## src/rtl/serial_adder_if.sv

```systemverilog
// Serial adder request/result bundle.
// The sub signal exists only when SERIAL_ADDER_SUB_EN is defined.
interface serial_adder_if #(
  parameter int unsigned WIDTH = 8
);
  logic             start;
  logic [WIDTH-1:0] a;
  logic [WIDTH-1:0] b;
  logic             cin;
`ifdef SERIAL_ADDER_SUB_EN
  logic             sub;
`endif
  logic             busy;
  logic             done;
  logic [WIDTH-1:0] sum;
  logic             cout;
  logic             ovf;

`ifdef SERIAL_ADDER_SUB_EN
  modport master (output start, a, b, cin, sub, input busy, done, sum, cout, ovf);
  modport slave  (input start, a, b, cin, sub, output busy, done, sum, cout, ovf);
`else
  modport master (output start, a, b, cin, input busy, done, sum, cout, ovf);
  modport slave  (input start, a, b, cin, output busy, done, sum, cout, ovf);
`endif
endinterface

```

## src/rtl/serial_adder.sv

```systemverilog
// Digit-serial adder: adds DIGIT bits per clock over WIDTH/DIGIT cycles.
// Optional SERIAL_ADDER_SUB_EN adds a sub input selecting a - b.
module serial_adder #(
  parameter int unsigned WIDTH = 8,
  parameter int unsigned DIGIT = 1
) (
  input  logic          clk,
  input  logic          rst,
  serial_adder_if.slave bus
);
  localparam int unsigned N     = WIDTH / DIGIT;
  localparam int unsigned CNT_W = (N > 1) ? $clog2(N) : 1;

  typedef enum logic [1:0] {IDLE, RUN, DONE} state_t;

  state_t           state;
  logic [CNT_W-1:0] cnt;
  logic [WIDTH-1:0] a_r;
  logic [WIDTH-1:0] b_r;
  logic [WIDTH-1:0] acc;
  logic             carry;

  logic [WIDTH-1:0] b_eff;
  logic             c_init;
  logic [DIGIT-1:0] dig_s;
  logic             dig_c;
  logic [WIDTH-1:0] acc_nxt;
  logic             last_dig;
  logic             ovf_nxt;

  // Effective B operand and initial carry for the request being accepted
  always_comb begin
    b_eff  = bus.b;
    c_init = bus.cin;
`ifdef SERIAL_ADDER_SUB_EN
    if (bus.sub) begin
      b_eff  = ~bus.b;
      c_init = 1'b1;
    end
`endif
  end

  // Ripple chain of DIGIT full adders over the low unprocessed digit
  always_comb begin
    logic c;
    c     = carry;
    dig_s = '0;
    for (int i = 0; i < int'(DIGIT); i++) begin
      dig_s[i] = a_r[i] ^ b_r[i] ^ c;
      c        = (a_r[i] & b_r[i]) | (c & (a_r[i] ^ b_r[i]));
    end
    dig_c    = c;
    acc_nxt  = (acc >> DIGIT) | (WIDTH'(dig_s) << (WIDTH - DIGIT));
    last_dig = (cnt == CNT_W'(N - 1));
    // On the last digit the low bits of a_r/b_r hold the operand MSBs
    ovf_nxt  = (a_r[DIGIT-1] == b_r[DIGIT-1]) && (dig_s[DIGIT-1] != a_r[DIGIT-1]);
  end

  // Control FSM, operand shifters and registered results
  always_ff @(posedge clk) begin
    if (rst) begin
      state    <= IDLE;
      cnt      <= '0;
      a_r      <= '0;
      b_r      <= '0;
      acc      <= '0;
      carry    <= 1'b0;
      bus.busy <= 1'b0;
      bus.done <= 1'b0;
      bus.sum  <= '0;
      bus.cout <= 1'b0;
      bus.ovf  <= 1'b0;
    end else begin
      case (state)
        IDLE, DONE: begin
          bus.done <= 1'b0;
          if (bus.start) begin
            a_r      <= bus.a;
            b_r      <= b_eff;
            carry    <= c_init;
            acc      <= '0;
            cnt      <= '0;
            bus.busy <= 1'b1;
            state    <= RUN;
          end else begin
            state <= IDLE;
          end
        end
        RUN: begin
          a_r   <= a_r >> DIGIT;
          b_r   <= b_r >> DIGIT;
          acc   <= acc_nxt;
          carry <= dig_c;
          cnt   <= cnt + CNT_W'(1);
          if (last_dig) begin
            bus.sum  <= acc_nxt;
            bus.cout <= dig_c;
            bus.ovf  <= ovf_nxt;
            bus.busy <= 1'b0;
            bus.done <= 1'b1;
            state    <= DONE;
          end
        end
        default: begin
          bus.busy <= 1'b0;
          bus.done <= 1'b0;
          state    <= IDLE;
        end
      endcase
    end
  end
endmodule
```

## src/flat_wrapper.sv

```systemverilog
// flat-port wrapper written by rule: the top's interface ports become plain ports
module serial_adder_flat 
#(
  parameter int unsigned WIDTH = 8,
  parameter int unsigned DIGIT = 1
)
  (clk, rst, bus_start, bus_a, bus_b, bus_cin, bus_busy, bus_done, bus_sum, bus_cout, bus_ovf);
  serial_adder_if #(.WIDTH(WIDTH)) bus_i ();
  input  logic clk;
  input  logic rst;
  input wire logic [$bits(bus_i.start)-1:0] bus_start;
  input wire logic [$bits(bus_i.a)-1:0] bus_a;
  input wire logic [$bits(bus_i.b)-1:0] bus_b;
  input wire logic [$bits(bus_i.cin)-1:0] bus_cin;
  output wire logic [$bits(bus_i.busy)-1:0] bus_busy;
  output wire logic [$bits(bus_i.done)-1:0] bus_done;
  output wire logic [$bits(bus_i.sum)-1:0] bus_sum;
  output wire logic [$bits(bus_i.cout)-1:0] bus_cout;
  output wire logic [$bits(bus_i.ovf)-1:0] bus_ovf;
  assign bus_i.start = bus_start;
  assign bus_i.a = bus_a;
  assign bus_i.b = bus_b;
  assign bus_i.cin = bus_cin;
  assign bus_busy = bus_i.busy;
  assign bus_done = bus_i.done;
  assign bus_sum = bus_i.sum;
  assign bus_cout = bus_i.cout;
  assign bus_ovf = bus_i.ovf;
  serial_adder #(.WIDTH(WIDTH), .DIGIT(DIGIT)) u_core (.clk(clk), .rst(rst), .bus(bus_i));
endmodule
```

## config.mk

```make
export PLATFORM = sky130hd
export DESIGN_NAME = serial_adder_flat
export DESIGN_NICKNAME = d
export VERILOG_FILES = /design/src/rtl/serial_adder_if.sv /design/src/rtl/serial_adder.sv /design/src/flat_wrapper.sv
export SDC_FILE = /design/constraint.sdc
export NUM_CORES = 1
export LEC_CHECK = 0
export CAP_MARGIN = 20
export CORE_UTILIZATION = 30
export DETAILED_ROUTE_END_ITERATION = 8
export GPL_ROUTABILITY_DRIVEN = 0
export PLACE_DENSITY = 0.59
export SLEW_MARGIN = 40
export SYNTH_ARGS = -nofsm -noshare
export SYNTH_HDL_FRONTEND = slang
export SYNTH_SLANG_ARGS = --single-unit
```

## constraint.sdc

```tcl
create_clock -name clk -period 3.02 [get_ports clk]
set_clock_uncertainty 0.05 [all_clocks]
set_input_delay 0.604 -clock clk [delete_from_list [all_inputs] [get_ports clk]]
set_output_delay 0.604 -clock clk [all_outputs]
set_load 0.01 [all_outputs]
```

# [Word-level counts from Yosys, hierarchy flattened]
# Cells that the tools add are included.
[word_totals] in_bits=20 ff_bits=42 output_inout_bits=12 word_cells=50
[op_classes] n_eq_ne=7 bitwise_logic=7 add_sub_neg=1 muxes=16 n_reduce_logical=8
[ops] operator="case mux 8 bit (2 select lines)" count=3
[ops] operator="two-way mux 8 bit" count=3
[ops] operator="OR 7 x 8 -> 8 bit" count=1
[ops] operator="case mux 3 bit (2 select lines)" count=1
[ops] operator="AND reduction 2 bit" count=3
[ops] operator="two-way mux 1 bit" count=4
[ops] operator="case mux 1 bit (2 select lines)" count=2
[ops] operator="case mux 2 bit (2 select lines)" count=1
[ops] operator="OR reduction 2 bit" count=2
[ops] operator="adder 3 x 1 -> 3 bit, second input constant" count=1
[ops] operator="equality test 3 bit, second input constant" count=1
[ops] operator="two-way mux 3 bit" count=1
[ops] operator="AND 1 bit" count=2
[ops] operator="equality test 2 x 1 -> 1 bit, second input constant" count=1
[ops] operator="equality test 2 bit, second input constant" count=1
[ops] operator="zero test 2 bit" count=1
[ops] operator="two-way mux 2 bit" count=1
[ops] operator="inequality test 2 x 1 -> 1 bit, second input constant" count=1
[ops] operator="inequality test 2 bit, second input constant" count=1
[ops] operator="nonzero test 2 bit" count=1
[ops] operator="bitwise XOR 1 bit" count=2
[ops] operator="equality test 1 bit" count=1
[ops] operator="logical AND 1 bit" count=1
[ops] operator="inequality test 1 bit" count=1
[ops] operator="other kinds (2)" count=2

# [Depth between registers and ports, before layout]
# Gate-level depths: netlist of the first run.
[logic_depth] word_depth=4 ltp_mapped=6

# [Least setup slack after synthesis of the first run]
# Ideal clock, no wire load.
[synth_path] kind="reg-to-reg" from="register u_core.a_r[0]" to="register u_core.bus.ovf" t_arrival_ps=1467 stages_incl_launch_ff=6 path_buffers=0 synth_period_minus_slack_ps=1584 path_slack_ps=1436 cell_sequence="dfxtp_1 > inv_1 > fa_1 > xor2_1 > or3_1 > a21oi_2"
[synth_via] elab_chain_len=4 elab_cells_between_ends=5 cone_classes="eq/ne (2); bitwise (2); reduce/logical (1)"
[synth_rtl] item="from (decl)" line_no="serial_adder.sv:18" rtl="logic [WIDTH-1:0] a_r;"
[synth_rtl] item="from (signal assigned)" line_no="serial_adder.sv:78" rtl="a_r <= bus.a;"
[synth_rtl] item="from (signal assigned)" line_no="serial_adder.sv:90" rtl="a_r <= a_r >> DIGIT;"
[synth_rtl] item="bitwise XOR 1 bit (2 in series)" line_no="serial_adder.sv:49" rtl="dig_s[i] = a_r[i] ^ b_r[i] ^ c;"
[synth_rtl] item="inequality test 1 bit" line_no="serial_adder.sv:56" rtl="ovf_nxt = (a_r[DIGIT-1] == b_r[DIGIT-1]) && (dig_s[DIGIT-1] != a_r[DIGIT-1]);"
[synth_rtl] item="logical AND 1 bit *" line_no="serial_adder.sv:56"
[synth_rtl] item="to (signal assigned)" line_no="serial_adder.sv:98" rtl="bus.ovf <= ovf_nxt;"
[synth_rtl] item="to (decl)" line_no="serial_adder_if.sv:24" rtl="modport slave (input start, a, b, cin, output busy, done, sum, cout, ovf);"
# Every way passes the cells marked *; elsewhere a longest branch is shown, timed or not.
# A chain may end at the register's enable or synchronous reset.

# [Worst setup path in the final report of the first run]
[layout_path] from="register u_core.bus.busy" to="output bus_busy"
[layout_lines] item="from (decl)" line_no="serial_adder_if.sv:24"
[layout_lines] item="from (signal assigned)" line_no="serial_adder.sv:68" rtl="bus.busy <= 1'b0;"
[layout_lines] item="from (signal assigned)" line_no="serial_adder.sv:83" rtl="bus.busy <= 1'b1;"
[layout_lines] item="from (signal assigned)" line_no="serial_adder.sv:99" rtl="bus.busy <= 1'b0;"
[layout_lines] item="to (decl)" line_no="flat_wrapper.sv:15" rtl="output wire logic [$bits(bus_i.busy)-1:0] bus_busy;"
# No word-level cell between the ends.

==> flow_metrics.py, run 1 <==
metrics = {
    "yosys": {
        "syn_inst": 205,
        "synth_ff_type": "dfxtp_1",
        "synth_xor_area_share_pct": 0.503,
        "syn_avg_cell_area_sq_um": 8.50,
        "syn-num-nets": 229,
        "yosys_warnings": 0,
        "synth_edf_count": 0,
        "yosys.area_share.simple_pct": 24.1,
        "synth_fa_ha_area_share_pct": 3.30,
        "synth_top_family_by_area": "simple AND/OR/NAND/NOR gates",
        "synth_mux_area_share_pct": 0,
        "async_flop_share_pct": 0,
        "synth_seq_cells": 41,
        "syn-cell-area_sq_um": 1740,
        "synth.distinct_cells": 30,
        "synth_compound_area_share_pct": 17.9,
        "seq_area_frac_synth_pct": 47.1,
    },
    "die": {
        "die-area_sq_um": 6110,
        "die_y_um": 78.2,
        "fp.dieW_um": 78.2,
        "io_pins": 32,
        "std_cell_rows": 27,
        "initial_core_util_pct": 31.4,
        "core_sq_um": 5540,
    },
    "drt": {
        "vias_per_cell": 4.69,
        "drt-total-wl_mm": 3.35,
        "vias": 1420,
        "first_pass_iters": 5,
        "drc": 0,
        "wl_per_cell_um": 11.1,
        "drt_iter0_drc": 69,
        "drtAntennaViolNets": 0,
    },
    "setup_path": {
        "rr_endpoint": "u_core.bus.ovf$_SDFFE_PP0P_",
        "worstSetupStartpoint": "u_core.bus.busy$_SDFFE_PP0P_",
        "crit_path_start_kind": "flip-flop",
        "required_ps": 2370,
        "critPathKind": "reg2out",
        "path_delay_family": "buffers and inverters",
        "critPathBufInv": 1,
        "r2r_setup_slack_ps": 1350,
        "worstSetupEndpointType": "primary output",
        "crit-reg2reg-launch": "u_core.cnt[0]$_SDFFE_PP0P_",
        "reg2regPathDepth": 5,
        "cp_max_fo": 3,
        "cp.arrival_ps": 1210,
        "critPathSlowestCell": "clkdlybuf4s50_1",
        "crit_chain": "clkdlybuf4s50_1",
        "slowest_delay_ps": 550,
    },
    "timing": {
        "setup_viol": 0,
        "hold_viol": 0,
        "rsz0062_at_grt": "false",
        "min_period_ps": 1860,
        "relSlewSlack_pct": 68.4,
        "clock.fmax_ghz": 0.537,
        "tns_ps": 0,
        "fin_crit_sh_pct": 61.7,
        "tightest_slew_ps": 474,
        "drv_slew": 0,
    },
    "final_layout": {
        "final_cell_mix": "55 x nand2_1, 41 x dfxtp_1, 31 x clkdlybuf4s50_1",
        "num-nets-final": 254,
        "multi_input_area_sq_um": 798,
        "final_cells": 303,
        "diodes": 0,
        "nFillCells": 610,
        "seq_area_sq_um": 821,
        "drive_above_1_share_pct": 9.52,
        "area_delta_synth_final_pct": 23.5,
        "final_common_cell": "nand2_1",
    },
    "global_routing": {
        "antenna_found_initial": 0,
        "grt_pass1_wl_mm": 6.02,
        "grt-ovfl-total": 0,
        "grt_usage_pct": 12.5,
        "grt_pass1_vias": 1354,
        "grt_max_degree": 42,
    },
    "hold_path": {
        "hold_depth": 2,
        "min_to": "u_core.bus.sum[5]$_SDFFE_PP0P_",
        "min_path_type": "reg2reg",
        "hold_start": "u_core.bus.sum[5]$_SDFFE_PP0P_",
    },
    "clock_tree": {
        "path_clk_slew_ps": 80,
        "clock-sinks": 41,
        "htreeDepth": 2,
        "cts_buffers": 5,
        "root_buffer": "clkbuf_8",
        "cts_buffer_depth": 2,
        "ctsResizeCount": 0,
        "postCtsHoldBufs": 0,
        "post_cts_buffers": 0,
        "cts_tree": "yes",
        "clock_latency_ps": 290,
    },
    "place": {
        "dp_hpwl_mm": 2.15,
        "dp_cells": 295,
        "portBuffers": 31,
    },
    "pwr": {
        "ir_worst_vdd_uv": 165,
        "power.density_nw_per_um2": 500,
        "p_leak_uw": 0.000755,
        "power.total_uw": 1080,
    },
    "run_status": {
        "status": "completed",
    },
    "flow_run": {
        "maxCapViolations": 0,
    },
}
==> final cells by class <==
class,count,share of cell area (%)
Clock inverter,3,0.814
Timing Repair Buffer,35,15.8
Clock buffer,5,3.20
Sequential cell,41,38.2
Inverter,4,0.698
Multi-Input combinational cell,143,37.1
Tap cell,72,4.19
==> metrics by stage <==
step                      cell area (sq um)  worst slack [ps]  hold WS [ps]  utilization (%)
final                                  2150              1160           405             38.8
after global routing                   2150              1070           421             38.8
after CTS                              2150              1130           410             38.8
after detailed placement               2060               849           398             37.3
after global placement                 2060               935           392             37.3
after floorplan                        1740              1440           382                -
==> power breakdown <==
group | total, uW | switching, uW | internal (uW)
sequential | 584 | 16.7 | 567
clock | 350 | 191 | 159
combinational | 141 | 75.6 | 65.8
total | 1080 | 283 | 792
==> state kept, by name, indices dropped and copies added (netlist names) <==
signal           flops
u_core.b_r           8
u_core.carry         1
u_core.bus.sum       8
u_core.acc           7
u_core.bus.ovf       1
u_core.bus.cout      1
u_core.bus.busy      1
u_core.bus.done      1
u_core.a_r           8
u_core.cnt           3
u_core.state         2
==> cell usage after synthesis (2+ instances only) <==
master | n | area (sq um)
a211oi_1 | 2 | 15.0
nor2_1 | 20 | 75.1
clkbuf_1 | 4 | 15.0
buf_2 | 5 | 25.0
a311oi_1 | 8 | 70.1
buf_6 | 3 | 33.8
inv_1 | 4 | 15.0
ha_1 | 3 | 37.5
nand2_1 | 55 | 206
a311oi_2 | 6 | 90.1
nand3_1 | 12 | 60.1
a21oi_1 | 19 | 95.1
nand2b_1 | 4 | 25.0
buf_4 | 4 | 30.0
dfxtp_1 | 41 | 821
==> logic make-up (layout without fill, tap and decap cells) <==
kind of cell             after synthesis  in the layout
buffers and inverters                 21             47
flip-flops                            41             41
AO/OA/AOI/OAI                         40             40
adder cells (fa/ha/maj)                4              4
XOR/XNOR                               1              1
AND/OR/NAND/NOR                       98             98
==> routing by layer <==
| metal | track usage [%] | vias to the layer above | share of wire (%) |
|---|---|---|---|
| li1 | - | 743 | - |
| met1 | 14.4 | 647 | 50 |
| met2 | 21.2 | 24 | 46 |
| met3 | 2.79 | 6 | 2.6 |
| met4 | 7.22 | 0 | 2.1 |
| met5 | 0 | - | 0 |
==> worst max-delay path by stage <==
stage                     cells past startpoint  slack, ps                     endpoint
final                                         1       1160                     bus_busy
after global routing                          5       1070   u_core.b_r[0]$_SDFFE_PP0P_
after CTS                                     1       1130                     bus_busy
after detailed placement                      5        850   u_core.a_r[4]$_SDFFE_PP0P_
after global placement                        5        930   u_core.b_r[1]$_SDFFE_PP0P_
after floorplan                               5       1440  u_core.bus.ovf$_SDFFE_PP0P_
Power figures use the tool's default switching activity.
==> run 2: changes to the inputs <==
- clock period: 3.02 -> 1.8 ns (I/O delays scaled with it)
==> run 2 against run 1 <==
  * Via count rose by 1.2%
  * Worst setup slack got worse by 1100 ps
  * Non-clock buffer count rose by 5
  * Die area did not move
  * Sequential share of layout area fell by 2.1 points
  * Clock power rose to 2.5 times the previous value
  * Design area rose by 5.9%
  * Count of clock-buffer cells in the layout did not move
  * Routed wire length rose by 2.0%
  * Utilization rose by 2.3 points
  * Sequential power rose by 67%
==> flow_metrics.py, run 2 (synthesis results as in run 1) <==
metrics = {
    "run_status": {
        "status": "completed",
    },
    "pwr": {
        "pwr-share-clk_pct": 41.8,
        "swShare_pct": 23.2,
        "seq_power_share_pct": 45.8,
        "power.density_nw_per_um2": 938,
        "combinationalPowerShare_pct": 12.4,
        "ir_worst_vdd_uv": 454,
        "internal_power_uw": 1640,
        "p_leak_uw": 0.000819,
        "switchingPower_uw": 494,
    },
    "die": {
        "std_cell_rows": 27,
        "die_y_um": 78.2,
        "fp.dieW_um": 78.2,
        "io_pins": 32,
        "core_sq_um": 5540,
        "die-area_sq_um": 6110,
        "initial_core_util_pct": 31.4,
    },
    "clock_tree": {
        "cts_buffer_depth": 2,
        "path_clk_slew_ps": 90,
        "clock-sinks": 41,
        "cts_buffers": 5,
        "postCtsHoldBufs": 0,
        "root_buffer": "clkbuf_8",
        "htreeDepth": 2,
        "ctsResizeCount": 0,
        "post_cts_buffers": 0,
        "clock_latency_ps": 290,
        "cts_tree": "yes",
    },
    "global_routing": {
        "grt-ovfl-total": 0,
        "grt_pass1_wl_mm": 6.03,
        "grt_max_degree": 29,
        "antenna_found_initial": 0,
        "grt_usage_pct": 12.5,
        "grt_pass1_vias": 1336,
    },
    "setup_path": {
        "critPathKind": "reg2reg",
        "worstSetupEndpointType": "flip-flop",
        "cp_max_fo": 3,
        "crit_chain": "inv_1, fa_1, xor2_1, or3_1, a21oi_2",
        "critPathSlowestCell": "fa_1",
        "required_ps": 1980,
        "r2r_setup_slack_ps": 100,
        "slowest_delay_ps": 520,
        "crit_path_start_kind": "flip-flop",
        "cp.arrival_ps": 1880,
    },
    "final_layout": {
        "stdcell_area_sq_um": 2280,
        "nFillCells": 577,
        "final_common_cell": "nand2_1",
        "reg_top3": "u_core.a_r (8), u_core.b_r (8), u_core.bus.sum (8)",
        "drive_above_1_share_pct": 11.4,
        "num-nets-final": 259,
        "final_cell_mix": "55 x nand2_1, 41 x dfxtp_1, 31 x clkdlybuf4s50_1",
        "diodes": 0,
        "area_delta_synth_final_pct": 30.7,
    },
    "timing": {
        "rsz0062_at_grt": "false",
        "setup_viol": 0,
        "hold_viol": 0,
        "tns_ps": 0,
        "relSlewSlack_pct": 72.4,
        "drv_slew": 0,
        "min_period_ps": 1700,
        "fin_crit_sh_pct": 94.4,
        "tightest_slew_ps": 413,
        "clock.fmax_ghz": 0.588,
    },
    "place": {
        "dp_hpwl_mm": 2.23,
        "dpl_cell_area_sq_um": 2140,
        "portBuffers": 31,
    },
    "drt": {
        "drt_iter0_drc": 64,
        "wl_per_cell_um": 11.1,
        "vias_per_cell": 4.67,
        "drt-total-wl_mm": 3.42,
        "drc": 0,
        "drtAntennaViolNets": 0,
        "first_pass_iters": 4,
        "vias": 1437,
    },
    "hold_path": {
        "min_path_type": "reg2reg",
    },
    "flow_run": {
        "maxCapViolations": 0,
    },
}
run 2: cell count changes in the layout (fill, tap and decap cells not counted):
cell and change:
buf_12 +3, clkinv_2 -2, inv_6 +1, buf_4 +2, clkinvlp_4 -1, bufinv_16 +2
run 2: critical path, delay by kind of cell, from the launching register on:
family,cells,cell delay (ps)
AOI/OAI and AO/OA,1,130
buffers and inverters,1,70
DFF,1,380
and+or+nand+nor,1,330
xor gates and xnor gates,1,160
adders and majority gates,1,520
run 2: final cells by class:
type                    instances  area, sq um  share of cell area, %
repair buffers                 40          415                   18.2
clock buffers                   5         68.8                   3.02
multi-input cells             143          798                   35.1
inverters                       4         15.0                  0.659
flip-flops and latches         41          821                   36.0
clock inverters                 3         68.8                   3.02
well taps                      72         90.1                   3.96
run 2: final timing paths:
| path | to | startpoint | cells after the start |
|---|---|---|---|
| hold reg to reg | u_core.bus.sum[5]$_SDFFE_PP0P_ | u_core.bus.sum[5]$_SDFFE_PP0P_ | 2 |
| hold / removal | u_core.bus.sum[5]$_SDFFE_PP0P_ | u_core.bus.sum[5]$_SDFFE_PP0P_ | 2 |
| setup reg to reg | u_core.bus.ovf$_SDFFE_PP0P_ | u_core.b_r[0]$_SDFFE_PP0P_ | 5 |
| setup / recovery | u_core.bus.ovf$_SDFFE_PP0P_ | u_core.b_r[0]$_SDFFE_PP0P_ | 5 |
run 2: layer usage:
layer	vias up	routed length, um	GRT usage [%]
met5	-	0	0
met4	0	53	6.11
met3	5	90	3.14
li1	750	-	-
met1	657	1680	14.8
met2	25	1590	21.1
run 2: stage by stage:
step	hold WS [ps]	instances	setup slack (ps)	total power, uW	utilization (%)
3_5_place_dp	397	300	57.4	1270	38.6
4_1_cts	410	308	98.3	2160	41.1
2_1_floorplan	382	205	216	1170	-
6_report	406	308	100	2140	41.1
3_3_place_gp	391	300	98.5	1260	38.6
5_1_grt	430	308	12.1	2230	41.1
run 2: power groups by stage:
stage	combinational, uW	sequential (uW)	clock [uW]
floorplan	178	995	0
global placement	265	998	0
detailed placement	266	999	0
CTS	268	978	913
global route	296	986	945
finish	265	978	892
